==> config.mk <==
export PLATFORM = sky130hd
export DESIGN_NAME = ddr_line_writer
export DESIGN_NICKNAME = d
export VERILOG_FILES = /design/src/rtl/ddr_line_writer.sv
export SDC_FILE = /design/constraint.sdc
export NUM_CORES = 1
export LEC_CHECK = 0
export ABC_AREA = 0
export CAP_MARGIN = 20
export CORE_AREA = 2 2 140 142
export DETAILED_ROUTE_END_ITERATION = 7
export DIE_AREA = 0 0 142 144
export PLACE_DENSITY = 0.86
export SLEW_MARGIN = 20
export SYNTH_ARGS = -nofsm -noshare
export SYNTH_HDL_FRONTEND = slang
export SYNTH_SLANG_ARGS = --single-unit
==> constraint.sdc <==
create_clock -name clk -period 1.5 [get_ports clk]
set_input_delay 0.3 -clock clk [delete_from_list [all_inputs] [get_ports clk]]
set_output_delay 0.3 -clock clk [all_outputs]
set_load 0.005 [all_outputs]
==> src/rtl/ddr_line_writer.sv <==
// ddr_line_writer: takes one assembled 128-bit line and its DDR address, and
// issues it as a single BL8 write on a MIG-style user interface.
//
// The command channel (app_en/app_rdy) and the write-data channel
// (app_wdf_wren/app_wdf_rdy) are handshaken independently. Either may complete
// first, or both may complete in the same cycle. A one-cycle done pulse tells
// the upstream sequencer it can start filling the next line.
//
// Optional feature, enabled by defining DDR_WR_TIMEOUT_EN: a watchdog abandons
// a transfer that is still pending after TIMEOUT_CYC cycles in XFER and sets
// the sticky err flag. Without the macro, XFER waits indefinitely and err is
// tied to 0.

module ddr_line_writer #(
    parameter int ADDR_W      = 28,
    parameter int TIMEOUT_CYC = 1024
) (
    input  logic              clk,
    input  logic              reset,
    input  logic              calib_done,

    input  logic              req_valid,
    output logic              req_ready,
    input  logic [ADDR_W-1:0] req_addr,
    input  logic [127:0]      req_data,

    output logic [ADDR_W-1:0] app_addr,
    output logic [2:0]        app_cmd,
    output logic              app_en,
    input  logic              app_rdy,
    output logic [127:0]      app_wdf_data,
    output logic [15:0]       app_wdf_mask,
    output logic              app_wdf_wren,
    output logic              app_wdf_end,
    input  logic              app_wdf_rdy,

    output logic              busy,
    output logic              done,
    output logic [15:0]       wr_count,
    output logic              err
);

    // The watchdog compares against TIMEOUT_CYC-1, so at least two cycles are
    // needed for a meaningful limit.
    if (TIMEOUT_CYC < 2) begin : g_timeout_check
        $error("ddr_line_writer: TIMEOUT_CYC must be at least 2");
    end

    typedef enum logic [1:0] {
        IDLE = 2'd0,
        XFER = 2'd1,
        DONE = 2'd2
    } state_t;

    state_t state;

    // Per-channel "already accepted" flags for the current line.
    logic cmd_ok;
    logic dat_ok;

    logic accept;
    logic cmd_acc;
    logic dat_acc;
    logic both_done;
    logic tmo_hit;

    // The three low address bits are cleared to force BL8 alignment.
    logic addr_unused;
    assign addr_unused = ^req_addr[2:0];

    // Only write commands with every byte enabled are ever issued.
    assign app_cmd      = 3'b000;
    assign app_wdf_mask = 16'h0000;

    // A BL8 line is a single 128-bit beat, so every beat is also the last one.
    assign app_wdf_end  = app_wdf_wren;

    assign req_ready = (state == IDLE) && calib_done;
    assign accept    = req_valid && req_ready;

    // app_en and app_wdf_wren are only ever high in XFER, so these accept
    // terms cannot fire in any other state.
    assign cmd_acc   = app_en && app_rdy;
    assign dat_acc   = app_wdf_wren && app_wdf_rdy;

    // Both channels finished, counting this cycle's accepts.
    assign both_done = (cmd_ok || cmd_acc) && (dat_ok || dat_acc);

`ifdef DDR_WR_TIMEOUT_EN
    localparam int TMO_W = $clog2(TIMEOUT_CYC);

    logic [TMO_W-1:0] tmo_cnt;

    // A successful completion in the limit cycle takes priority over the
    // timeout.
    assign tmo_hit = (state == XFER) && !both_done &&
                     (tmo_cnt == TMO_W'(TIMEOUT_CYC - 1));

    // Watchdog: cleared on entry to XFER, counts every cycle spent in XFER.
    always_ff @(posedge clk or negedge reset) begin
        if (!reset) begin
            tmo_cnt <= '0;
        end else if (accept) begin
            tmo_cnt <= '0;
        end else if (state == XFER) begin
            tmo_cnt <= tmo_cnt + 1'b1;
        end
    end

    // Sticky timeout flag, cleared only by reset.
    always_ff @(posedge clk or negedge reset) begin
        if (!reset) begin
            err <= 1'b0;
        end else if (tmo_hit) begin
            err <= 1'b1;
        end
    end
`else
    assign tmo_hit = 1'b0;
    assign err     = 1'b0;
`endif

    // Line-write sequencer: capture in IDLE, run both handshakes in XFER,
    // then pulse done for one cycle in DONE.
    always_ff @(posedge clk or negedge reset) begin
        if (!reset) begin
            state        <= IDLE;
            app_addr     <= '0;
            app_wdf_data <= '0;
            app_en       <= 1'b0;
            app_wdf_wren <= 1'b0;
            cmd_ok       <= 1'b0;
            dat_ok       <= 1'b0;
            busy         <= 1'b0;
            done         <= 1'b0;
            wr_count     <= '0;
        end else begin
            done <= 1'b0;
            case (state)
                IDLE: begin
                    if (accept) begin
                        app_addr     <= {req_addr[ADDR_W-1:3], 3'b000};
                        app_wdf_data <= req_data;
                        cmd_ok       <= 1'b0;
                        dat_ok       <= 1'b0;
                        app_en       <= 1'b1;
                        app_wdf_wren <= 1'b1;
                        busy         <= 1'b1;
                        state        <= XFER;
                    end
                end

                XFER: begin
                    if (cmd_acc) begin
                        cmd_ok <= 1'b1;
                        app_en <= 1'b0;
                    end
                    if (dat_acc) begin
                        dat_ok       <= 1'b1;
                        app_wdf_wren <= 1'b0;
                    end
                    if (both_done) begin
                        busy     <= 1'b0;
                        done     <= 1'b1;
                        wr_count <= wr_count + 16'd1;
                        state    <= DONE;
                    end else if (tmo_hit) begin
                        // Abandon the line: withdraw both requests and still
                        // release the upstream sequencer, but do not count it.
                        app_en       <= 1'b0;
                        app_wdf_wren <= 1'b0;
                        busy         <= 1'b0;
                        done         <= 1'b1;
                        state        <= DONE;
                    end
                end

                DONE: begin
                    state <= IDLE;
                end

                default: begin
                    state <= IDLE;
                end
            endcase
        end
    end

endmodule

==> impl_metrics.ini <==
[detailed_routing]
routed_wl_um = 27200
top_layer_used = met4
wl_met1_um = 11000
dr_wl_met2_um = 13500
drtIter0Drc = 368
ant_nets = 0
vias = 6844
drc = 0
firstDrtPassIters = 5
via_per_inst = 4.80
routedWlPerCell_um = 19.1
routed-wl-met3_um = 1970

[timing]
fin_skew_ns = 0.00907
slew_violations = 0
rsz0062_at_grt = true
finalCriticalPeriod_ns = 1.68
setup_viol_count_final = 160
period_share_pct = 112
holdWs_ns = 0.400
layout_setup_ws_ns = -0.178
fmax_mhz = 596
hold_violations = 0

[worst_setup_path]
critPathMaxFanout = 8
timing.rr.start = state[0]
crit_path_start_kind = register
critPathArrivalTime_ns = 2.03
critPathRequiredTime_ns = 1.85
crit_path_end_kind = register
startpoint = state[0]
worstRegToRegCells = 7
path_class = register to register

[layout]
drive_gt1_share_pct = 21.4
layout_commonest_cell = nand2_1
final_cell_mix = 365 x nand2_1, 176 x dfrtp_1, 167 x dlygate4sd2_1, 157 x clkdlybuf4s50_1, 68 x nand2_2
antennaDiodeCount = 0
fin_cells = 1427
fillers = 1393
area_growth_pct = 78.9
nets = 1339
final_util_pct = 65.8

[clocking]
cts_tree = done
clk_pin_slew_ns = 0.07
clock_latency_ns = 0.42
cts.sink_count = 177
cts_buffers = 17
htree_levels = 4
clockRootBuffer = clkbuf_16
clock_path_buffers = 2

[synthesis]
avgSynthCellArea_sq_um = 9.21
synth_area_sq_mm = 0.00702
synth.area.top_cells = dfrtp_1 63%, nand2_1 25%, buf_4 4.4%, xnor2_1 1.6%, buf_2 1.1%
synth_top_area_share_pct = 63.1
synth_cell_type_count = 26
yosysWarnings = 0
ys_ff_latch = 177
synth_top_area_cell = dfrtp_1
post_synth_inst_count = 762
ys_seq_area_share_pct = 63.1

[flow_run]
cap_viol_max_count = 0

[min_path]
min_path_type = input port to asynchronous set/reset pin

[die]
die_w_um = 142
rows = 51
dieHeight_um = 144
start_util_pct = 36.8
die_area_sq_mm = 0.0204
core_sq_mm = 0.0191
ios = 360

[global_routing]
grt_pass1_wl_um = 31900
grt_max_degree = 85
antenna_found_initial = 0
grt_usage_pct = 20.0
grt_overflow_total = 0
grt_pass1_vias = 6311

[placement]
placedCellCount = 1319
detailed_place_hpwl_um = 14800
dp_slack_ns = -0.358
gp_congestion = 0.773
port_buffers = 333

[power_and_ir_drop]
leakagePower_nw = 6.73
power_w = 0.0221
p_per_area_mw_per_mm2 = 1760
vdd_drop_max_mv = 1.10

[outcome]
outcome = finished with violations
violations = setup timing
==> routing by layer <==
metal  GRT usage (%)  vias to the layer above
li1                -                     3120
met1            23.4                     3319
met2            34.7                      342
met3            6.39                       63
met4            6.84                        0
met5               0                        -
==> state kept, by name, summed over array words and instances, names as in the netlist <==
| signal | flops |
|---|---|
| state | 2 |
| cmd_ok | 1 |
| dat_ok | 1 |
| app_wdf_data | 128 |
| busy | 1 |
| app_en | 1 |
| app_wdf_end | 1 |
| done | 1 |
| wr_count | 16 |
| app_addr | 25 |
==> path summary, 6_finish.rpt <==
path                                         end  slack, ns
worst max-delay path            app_wdf_data[37]      -0.18
worst min-delay path            app_wdf_data[70]       0.40
worst max register to register  app_wdf_data[37]      -0.18
worst min register to register      app_addr[21]       0.47
max in group asynchronous           app_addr[15]       0.46
min in group clk                app_wdf_data[88]       0.40
==> cell type report <==
type	instances	area, sq um	share of cell area (%)
Timing Repair Buffer	430	4440	35.3
Sequential cell	177	4430	35.3
Multi-Input combinational cell	549	2840	22.6
Clock buffer	20	447	3.56
Tap cell	238	298	2.37
Clock inverter	12	100	0.797
Inverter	1	3.75	0.0299
==> where the power goes <==
part / total [W] / internal, W / switching, W
Sequential: 0.00825 / 0.00701 / 0.00125
Clock: 0.00419 / 0.00220 / 0.00199
Combinational: 0.00968 / 0.00508 / 0.00460
==> critical path, stage by stage (launching register included) <==
cell and delay, ns:
dfrtp_1 0.43, nor3b_2 0.29, buf_4 0.19, and2_4 0.21
buf_12 0.16, clkbuf_16 0.17, nand2_1 0.08, nand2_1 0.07
==> per-stage QoR <==
step | TNS (ns) | cell area (sq um)
6_report | -17.95 | 12600
2_1_floorplan | 0 | 7100
3_5_place_dp | -45.00 | 10600
4_1_cts | -8.31 | 11200
5_1_grt | -28.29 | 12600
3_3_place_gp | -32.03 | 10600
==> cell families after synthesis <==
logic type / after synthesis / synth area share [%]
and+or+nand+nor: 501 / 28.4
DFF: 177 / 63.1
buffers and inverters: 60 / 5.67
xor gates and xnor gates: 15 / 1.87
AOI/OAI and AO/OA: 6 / 0.571
adders and majority gates: 1 / 0.178
other: 1 / 0.0534
muxes: 1 / 0.160
==> repair_timing <==
action | 4_1_cts | 5_1_grt
gates cloned | 0 | 32
buffers inserted | 31 | 13
setup endpoints to repair | 181 | 175
pin swaps | 2 | 84
endpoints found under the hold margin | 32 | 0
hold buffers | 1 | 0
gates resized for setup | 190 | 194
==> cells in the mapped netlist <==
| cell type | instances |
|---|---|
| nor3_1 | 2 |
| and2b_1 | 1 |
| o21ai_0 | 2 |
| nand2b_1 | 1 |
| and2_1 | 2 |
| buf_4 | 41 |
| clkbuf_1 | 3 |
| ha_1 | 1 |
| nand4b_1 | 2 |
| xnor2_1 | 13 |
| nand4_1 | 4 |
| mux2_1 | 1 |
| a21oi_2 | 2 |
| nand2_1 | 471 |
| a31oi_1 | 2 |
| conb_1 | 1 |
| nor4_4 | 2 |
| nor2_1 | 2 |
| dfrtp_1 | 177 |
| xor2_1 | 2 |
| buf_2 | 15 |
| inv_1 | 1 |
| nand3_1 | 8 |
| and3_1 | 4 |
| nor3_4 | 1 |
| nor3b_2 | 1 |
Note: power is estimated with default switching activity, not from simulation.
